===== src/rtl/branch_flag_if.sv =====
// Request/flag handshake bundle for branch_flag_gen.
// master = requester/consumer environment, slave = the flag generator.
interface branch_flag_if #(
  parameter int DATA_W = 32
);
  logic              in_valid;
  logic              in_ready;
  logic [5:0]        in_op;
  logic [DATA_W-1:0] in_rs;
  logic [DATA_W-1:0] in_rt;
  logic              out_valid;
  logic              out_ready;
  logic [5:0]        out_op;
  logic              out_sf;
  logic              out_zf;
  logic              out_err;

  modport master (
    output in_valid, in_op, in_rs, in_rt, out_ready,
    input  in_ready, out_valid, out_op, out_sf, out_zf, out_err
  );

  modport slave (
    input  in_valid, in_op, in_rs, in_rt, out_ready,
    output in_ready, out_valid, out_op, out_sf, out_zf, out_err
  );
endinterface


===== src/rtl/branch_flag_gen.sv =====
// Multi-cycle signed-compare flag generator (SF/ZF) for branch decisions, LSB-first chunked subtract.
// Optional macro ZERO_FAST_EN: compare-against-zero opcodes bypass the chunked subtract.
module branch_flag_gen #(
  parameter int DATA_W  = 32,
  parameter int CHUNK_W = 8
) (
  input  logic           clk,
  input  logic           rst,
  branch_flag_if.slave   bus
);

  // DATA_W must be an integer multiple of CHUNK_W.
  localparam int N     = DATA_W / CHUNK_W;
  localparam int IDX_W = (N > 1) ? $clog2(N) : 1;
  localparam int MSB   = DATA_W - 1;

  localparam logic [5:0] OP_BEQ  = 6'b000100;
  localparam logic [5:0] OP_BNE  = 6'b000101;
  localparam logic [5:0] OP_REGZ = 6'b000001;
  localparam logic [5:0] OP_BLEZ = 6'b000110;
  localparam logic [5:0] OP_BGTZ = 6'b000111;

  typedef enum logic [1:0] {IDLE, CALC, DONE} state_t;

  state_t            state;
  logic [DATA_W-1:0] a_q, b_q, diff_q;
  logic [5:0]        op_q;
  logic              err_q;
  logic              carry_q;
  logic [IDX_W-1:0]  idx_q;
  logic              in_ready_q, out_valid_q, sf_q, zf_q;

  // Operand B selection and opcode classification for the incoming request.
  logic [DATA_W-1:0] sel_b;
  logic              sel_err;
`ifdef ZERO_FAST_EN
  logic              sel_fast;
`endif

  always_comb begin
    sel_b   = '0;
    sel_err = 1'b0;
`ifdef ZERO_FAST_EN
    sel_fast = 1'b0;
`endif
    case (bus.in_op)
      OP_BEQ, OP_BNE: sel_b = bus.in_rt;
      OP_REGZ, OP_BLEZ, OP_BGTZ: begin
`ifdef ZERO_FAST_EN
        sel_fast = 1'b1;
`endif
      end
      default: sel_err = 1'b1;
    endcase
  end

  // One slice of A - B = A + ~B + carry, spliced into the running difference.
  logic [CHUNK_W-1:0] a_slice, b_slice, sum;
  logic               carry_nxt;
  logic [DATA_W-1:0]  diff_nxt;
  logic               ovf;

  always_comb begin
    a_slice = a_q[idx_q*CHUNK_W +: CHUNK_W];
    b_slice = b_q[idx_q*CHUNK_W +: CHUNK_W];
    {carry_nxt, sum} = {1'b0, a_slice} + {1'b0, ~b_slice} + {{CHUNK_W{1'b0}}, carry_q};
    diff_nxt = diff_q;
    diff_nxt[idx_q*CHUNK_W +: CHUNK_W] = sum;
    ovf = (a_q[MSB] != b_q[MSB]) && (diff_nxt[MSB] != a_q[MSB]);
  end

  // NOTE: all state below is updated with non-blocking assignments so every
  // register samples the pre-edge values, independent of statement order.
  always_ff @(posedge clk or posedge rst) begin
    if (rst) begin
      state       <= IDLE;
      a_q         <= '0;
      b_q         <= '0;
      diff_q      <= '0;
      op_q        <= '0;
      err_q       <= 1'b0;
      carry_q     <= 1'b0;
      idx_q       <= '0;
      in_ready_q  <= 1'b1;
      out_valid_q <= 1'b0;
      sf_q        <= 1'b0;
      zf_q        <= 1'b0;
    end else begin
      case (state)
        IDLE: begin
          if (bus.in_valid) begin
            a_q        <= bus.in_rs;
            b_q        <= sel_b;
            op_q       <= bus.in_op;
            err_q      <= sel_err;
            carry_q    <= 1'b1;
            idx_q      <= '0;
            diff_q     <= '0;
            in_ready_q <= 1'b0;
`ifdef ZERO_FAST_EN
            if (sel_fast) begin
              state       <= DONE;
              out_valid_q <= 1'b1;
              zf_q        <= (bus.in_rs == '0);
              sf_q        <= bus.in_rs[MSB];
            end else begin
              state <= CALC;
            end
`else
            state <= CALC;
`endif
          end
        end

        CALC: begin
          diff_q  <= diff_nxt;
          carry_q <= carry_nxt;
          idx_q   <= idx_q + 1'b1;
          if (idx_q == IDX_W'(N - 1)) begin
            state       <= DONE;
            out_valid_q <= 1'b1;
            idx_q       <= '0;
            // Unsupported opcodes still run the full pass but never report a condition.
            zf_q        <= !err_q && (diff_nxt == '0);
            sf_q        <= !err_q && (diff_nxt[MSB] ^ ovf);
          end
        end

        DONE: begin
          if (bus.out_ready) begin
            state       <= IDLE;
            out_valid_q <= 1'b0;
            in_ready_q  <= 1'b1;
          end
        end

        default: state <= IDLE;
      endcase
    end
  end

  assign bus.in_ready  = in_ready_q;
  assign bus.out_valid = out_valid_q;
  assign bus.out_op    = op_q;
  assign bus.out_sf    = sf_q;
  assign bus.out_zf    = zf_q;
  assign bus.out_err   = err_q;

endmodule


===== src/flat_wrapper.sv =====
// flat-port wrapper written by rule: the top's interface ports become plain ports
module branch_flag_gen_flat 
#(
  parameter int DATA_W  = 32,
  parameter int CHUNK_W = 8
)
  (clk, rst, bus_in_valid, bus_in_op, bus_in_rs, bus_in_rt, bus_out_ready, bus_in_ready, bus_out_valid, bus_out_op, bus_out_sf, bus_out_zf, bus_out_err);
  branch_flag_if #(.DATA_W(DATA_W)) bus_i ();
  input  logic clk;
  input  logic rst;
  input wire logic [$bits(bus_i.in_valid)-1:0] bus_in_valid;
  input wire logic [$bits(bus_i.in_op)-1:0] bus_in_op;
  input wire logic [$bits(bus_i.in_rs)-1:0] bus_in_rs;
  input wire logic [$bits(bus_i.in_rt)-1:0] bus_in_rt;
  input wire logic [$bits(bus_i.out_ready)-1:0] bus_out_ready;
  output wire logic [$bits(bus_i.in_ready)-1:0] bus_in_ready;
  output wire logic [$bits(bus_i.out_valid)-1:0] bus_out_valid;
  output wire logic [$bits(bus_i.out_op)-1:0] bus_out_op;
  output wire logic [$bits(bus_i.out_sf)-1:0] bus_out_sf;
  output wire logic [$bits(bus_i.out_zf)-1:0] bus_out_zf;
  output wire logic [$bits(bus_i.out_err)-1:0] bus_out_err;
  assign bus_i.in_valid = bus_in_valid;
  assign bus_i.in_op = bus_in_op;
  assign bus_i.in_rs = bus_in_rs;
  assign bus_i.in_rt = bus_in_rt;
  assign bus_i.out_ready = bus_out_ready;
  assign bus_in_ready = bus_i.in_ready;
  assign bus_out_valid = bus_i.out_valid;
  assign bus_out_op = bus_i.out_op;
  assign bus_out_sf = bus_i.out_sf;
  assign bus_out_zf = bus_i.out_zf;
  assign bus_out_err = bus_i.out_err;
  branch_flag_gen #(.DATA_W(DATA_W), .CHUNK_W(CHUNK_W)) u_core (.clk(clk), .rst(rst), .bus(bus_i));
endmodule

===== config.mk =====
export PLATFORM = sky130hd
export DESIGN_NAME = branch_flag_gen_flat
export DESIGN_NICKNAME = d
export VERILOG_FILES = /design/src/rtl/branch_flag_if.sv /design/src/rtl/branch_flag_gen.sv /design/src/flat_wrapper.sv
export SDC_FILE = /design/constraint.sdc
export NUM_CORES = 1
export LEC_CHECK = 0
export BUFFER_PORTS_ARGS = -buffer_cell sky130_fd_sc_hd__buf_2
export CORE_MARGIN = 3
export CORE_UTILIZATION = 25
export CTS_CLUSTER_SIZE = 30
export DETAILED_ROUTE_END_ITERATION = 16
export PLACE_DENSITY_LB_ADDON = 0.08
export RECOVER_POWER = 50
export SLEW_MARGIN = 20
export SYNTH_ARGS = -nofsm -noshare
export SYNTH_HDL_FRONTEND = slang
export SYNTH_SLANG_ARGS = --single-unit

===== constraint.sdc =====
create_clock -name clk -period 8.96 [get_ports clk]
set_input_delay 1.792 -clock clk [delete_from_list [all_inputs] [get_ports clk]]
set_output_delay 1.792 -clock clk [all_outputs]
set_load 0.02 [all_outputs]

======== After elaboration in Yosys (flattened, before gate mapping) ========
Cells that the tools add are included.
cells by class
  reductions and logical operators ........ 17
  shift operators ......................... 4
  equal/unequal tests ..................... 13
  $add $sub $neg .......................... 4
  bitwise operators ....................... 2
  muxes and demuxes ....................... 20
operator list
  operator                                                                 count
  32-bit two-way mux                                                       2
  32-bit case mux with 2 select lines                                      1
  32-bit by 6-bit indexed part select with 8-bit output                    2
  5-bit negation with 34-bit output                                        1
  8-bit by 34-bit variable shift with 32-bit output, first input constant  1
  8-bit by 34-bit indexed part select with 32-bit output                   1
  32-bit bitwise mux                                                       1
  32-bit zero test                                                         1
  6-bit by 3-bit equality test with 1-bit output, second input constant    4
  2-bit two-way mux                                                        5
  8-bit by 8-bit adder with 9-bit output                                   1
  9-bit by 1-bit adder with 9-bit output                                   1
  3-bit AND reduction                                                      3
  8-bit NOT                                                                1
  6-bit by 1-bit equality test with 1-bit output, second input constant    1
  1-bit two-way mux                                                        6
  1-bit case mux with 2 select lines                                       3
  2-bit case mux with 3 select lines                                       1
  2-bit AND reduction                                                      3
  2-bit nonzero test                                                       3
  5-bit OR reduction                                                       1
  2-bit equality test, second input constant                               2
  2-bit != test, second input constant                                     2
  2-bit case mux with 2 select lines                                       1
  other kinds (9)                                                          12
storage, ports and cells
  output and inout bits ................... 11
  bits in registers ....................... 112

======== Logic depth before layout (Yosys ltp) ========
  word-level depth ........................ 10
  gate-level depth with buffers ........... 12
  depth with buffers taken out ............ 11

======== Least setup slack after synthesis ========
No wires, ideal clock.
  path type ............................... flip-flop to flip-flop
  start ................................... register u_core.idx_q[0]
  end ..................................... register u_core.zf_q, in the netlist u_core.bus.out_zf
  arrival ................................. 3.373 ns
  required time ........................... 8.868 ns
  slack ................................... 5.496 ns
  path buffers ............................ 2
  library setup time ...................... 0.092 ns
  stages on the path, launching flop included .. 12
  cells stage by stage .................... dfrtp_1 > buf_2 > buf_1 > mux4_2 > fa_1 > inv_1 > fa_1 > o21ai_0 > o221ai_1 > and4b_1 > o221ai_2 > o31ai_2
on the way
  word-level cells in the longest chain between the ends .. 8
ends and longest elaborated chain
  item                                                    line                    text
  from (decl)                                             branch_flag_gen.sv:30   logic [IDX_W-1:0] idx_q;
  from (signal assigned)                                  branch_flag_gen.sv:118  idx_q <= idx_q + 1'b1;
  32-bit by 6-bit indexed part select with 8-bit output   branch_flag_gen.sv:65   b_slice = b_q[idx_q*CHUNK_W +: CHUNK_W];
  8-bit NOT                                               branch_flag_gen.sv:66   {carry_nxt, sum} = {1'b0, a_slice} + {1'b0, ~b_slice} + {{CHUNK_W{1'b0}}, carry_q};
  8-bit by 8-bit adder with 9-bit output                  branch_flag_gen.sv:66
  9-bit by 1-bit adder with 9-bit output                  branch_flag_gen.sv:66
  8-bit by 34-bit indexed part select with 32-bit output  branch_flag_gen.sv:68   diff_nxt[idx_q*CHUNK_W +: CHUNK_W] = sum;
  32-bit bitwise mux                                      branch_flag_gen.sv:68
  32-bit zero test                                        branch_flag_gen.sv:124  zf_q <= !err_q && (diff_nxt == '0);
  1-bit logical AND                                       branch_flag_gen.sv:124
  to (signal assigned)                                    branch_flag_gen.sv:124
  to (decl)                                               branch_flag_gen.sv:31   logic in_ready_q, out_valid_q, sf_q, zf_q;
Several ways; a longest one is shown, not always the timed one.
A chain may end at the register's enable or synchronous reset.

======== Worst setup path in the final report ========
Same ends and word-level chain as after synthesis.

==> results.md <==
* Gp weighted congestion at roughly 0.8
* Number of enable flip-flop cells after synthesis at 0
* Clock buffer depth at 2
* Worst Path Max Fanout at 18
* Die area at around 23,000 um^2
* Worst-margin pin slew at ~3200 ps
* Yosys warns at 0
* Starting DRC count in detailed routing at 214
* Final Hold Viols at 0
* Hold endpoint: u_core.a_q[6]
* Peak VDD IR at 0.131 mV
* Endpoints failing setup at 0
* Buffers on Ports at 84
* Switching power total at just over 1 mW
* CTS tree: done
* Hold buffer count at cts at 0
* Outcome: finished, violations left
* Yosys reg bits at 112
* CP required at 9200 ps
* Vias per cell at 4.67
* Area growth from synthesis to layout at 18.1%
* Reg power frac at 0.330
* Worst-path clk slew at about 70 ps
* Delay-heaviest family, CP: buffers and inverters
* Sequential element share of the synthesized area at 0.529
* Post-cts sizing count at 0
* Logic pwr share at 0.503
* Reg2reg path depth at 10
* Worst Skew at 7.95 ps
* Vias at around 3,900
* P_int at about 1.3 mW
* Sw frac at 0.448
* Die width at around 150 um
* Reg2reg start: u_core.idx_q[0]
* Mapped cell area at roughly 5300 um^2
* Crit path cell chain: clkbuf_1 -> mux4_2 -> fa_1 -> nor2b_1 -> o2111ai_1 -> nand3b_1 -> xor2_1 -> a211oi_1 -> o221ai_2 -> o31ai_2
* Ys flop type: dfrtp_1
* Synth Net Count at 580
* # clock sinks at 112
* CP startpoint: u_core.idx_q[0]
* DRT Pass-1 Iters at 4
* Clock Power Share at 0.167
* IO Pins at 85
* Max_cap viols at 4
* Synth cell types at 61
* Largest net degree at the start of global routing at 75
* N_diodes at 0
* Share of cells above drive strength 1 at 0.222
* Violated checks: capacitance limit, slew limit
* Crit-path max cell delay at approximately 1200 ps
* Crit path time final at approximately 4700 ps
* Vias in the first global route at 4,315
* WP buf/inv at 1
* RR Endpoint: u_core.bus.out_zf
* Slew Limit Headroom at -1.17
* RSZ-0062 raised after global routing: false
* Crit path DAT at around 4900 ps
* Worst-Skew Late Latency at about 350 ps
* DP Worst Slack at between 5000 and 6000 ps
* Routed len/inst at 17.9 um
* Fin. max-slew vios at ~170
* CP Launch Type: register
* Placeable Area at 20,600 um^2
* Final TNS setup at 0 ps
* Internal reg-to-reg setup slack at 4310 ps
* Critical path's slowest cell: clkbuf_1
* Gr ovfl total at 0
* Pleak at approximately 3.0 nW
* Final nets at around 660
* Hold_ws at roughly 470 ps
* Hold Crit Depth at 2
* Final HPWL DP at approximately 11,000 um
* CTS Buf Count at 9
* Root Driver: clkbuf_16
* Die height at 152 um
* Row count at 52
* Hold_sp: u_core.a_q[6]
* First-pass GRT wire length at roughly 24,000 um
* Worst Setup End Kind: register
* Max H-tree Level at 3
* Final ANT Viol Nets at 0
* Fill count at between 2,000 and 2,500
* Max Clock Freq at between 200 and 250 MHz
* Synth Instances at ~500
* Final Cycle Share at 0.519
* Drt drc at 0
* Setup Buffers After CTS at 0
* Initial core utilization at 0.258
* Hold Path Class: reg -> reg
* Cell Pwr Density at roughly 370 nW/um^2
* Routed Wire Length at ~15,000 um
* Initial antenna violation count at 0
* Synth async-reset ratio at 1.00
* PnR worst setup slack at 4310 ps
* Total track usage at 0.137
* Setup CP Type: reg -> reg
* Avg Cell Area, Syn at 10.8 um^2
-- stage by stage --
stage	area (um^2)	utilization	power [mW]	cells
2_1_floorplan	5300	-	1.56	491
3_3_place_gp	6010	0.292	1.95	827
3_5_place_dp	6010	0.292	1.96	827
4_1_cts	6280	0.306	2.36	842
5_1_grt	6260	0.305	2.50	842
6_report	6260	0.305	2.32	842
-- per-layer routing --
| layer | share of wire | global-route usage |
|---|---|---|
| met1 | 0.49 | 0.194 |
| met2 | 0.47 | 0.217 |
| met3 | 0.030 | 0.0199 |
| met4 | 0.018 | 0.0467 |
| met5 | 0 | 0 |
-- cells in the final DEF, fill, tap and decap left out, types with 4 or more instances in the layout --
cell type and count:
a21oi_1 9, a22o_1 55, buf_2 74, clkbuf_1 14
clkbuf_16 9, dfrtp_1 111, ha_1 13, inv_1 17
mux4_2 16, nand2_1 141, nor2_1 14, nor2b_1 4
nor3_1 5, nor4_1 4, o21ai_0 16
-- power by group through the flow --
stage	Combinational (mW)	Sequential [mW]	Clock (mW)
2_1_floorplan	0.817	0.744	0
4_1_cts	1.19	0.766	0.404
3_3_place_gp	1.18	0.772	0
5_1_grt	1.29	0.785	0.421
3_5_place_dp	1.18	0.775	0
6_report	1.17	0.764	0.387
-- Yosys cell counts (all sizes together), types with 2 or more instances --
cell type    n  share of area
nand2      141           0.10
dfrtp      111           0.52
a22o        56          0.093
inv         20          0.014
o21ai       19          0.018
mux4        16          0.068
nor2        16          0.013
clkbuf      14         0.0099
ha          13          0.031
a21oi       10          0.010
buf          8         0.0078
nor3         5         0.0047
nor4         5         0.0071
nor2b        4         0.0047
o31ai        4         0.0075
nand2b       3         0.0050
nand3b       3         0.0042
xor2         3         0.0064
a211o        2         0.0033
a211oi       2         0.0028
a21o         2         0.0028
a31oi        2         0.0024
fa           2         0.0076
mux2i        2         0.0038
nand3        2         0.0028
o221ai       2         0.0045
or2          2         0.0024
or3          2         0.0024
xnor2        2         0.0033
-- state kept, by name, summed over array words and instances (netlist names) --
| name | cells |
|---|---|
| u_core.carry_q | 1 |
| u_core.bus.out_sf | 1 |
| u_core.bus.out_err | 1 |
| u_core.bus.out_op | 6 |
| u_core.a_q | 32 |
| u_core.bus.out_valid | 1 |
| u_core.b_q | 32 |
| u_core.bus.out_zf | 1 |
| u_core.diff_q | 32 |
| u_core.state | 2 |
| u_core.idx_q | 2 |
| u_core.bus.in_ready | 1 |
-- worst min-delay path, stage by stage (launching register included) --
cell	delay, ps
dfrtp_1	340
nand2_1	50
nand2_1	50
-- layout make-up --
type                       count  area [um^2]  share of cell area
clock buffer                  12          256              0.0410
clock inverter                 3         17.5             0.00280
tap                          270          338              0.0540
multi-input combinational    337         2340               0.374
inverter                      20         76.3              0.0122
timing repair buffer          88          430              0.0687
sequential                   112         2800               0.448
-- cells by family after synthesis --
group / Yosys count / share of synthesized area
simple gates: 190 / 0.159
mux: 18 / 0.0717
compound gates: 108 / 0.159
xor+xnor: 5 / 0.00968
flops: 112 / 0.529
fa+ha+maj: 16 / 0.0404
buf+inv: 42 / 0.0319
-- how the worst max path moves through the flow --
stage | depth (start not counted) | endpoint
floorplan | 1 | u_core.a_q[0]
global placement | 6 | u_core.b_q[18]
detailed placement | 10 | u_core.bus.out_zf
CTS | 10 | u_core.bus.out_zf
global route | 10 | u_core.bus.out_zf
finish | 10 | u_core.bus.out_zf
(Power assumes the default switching activity.)
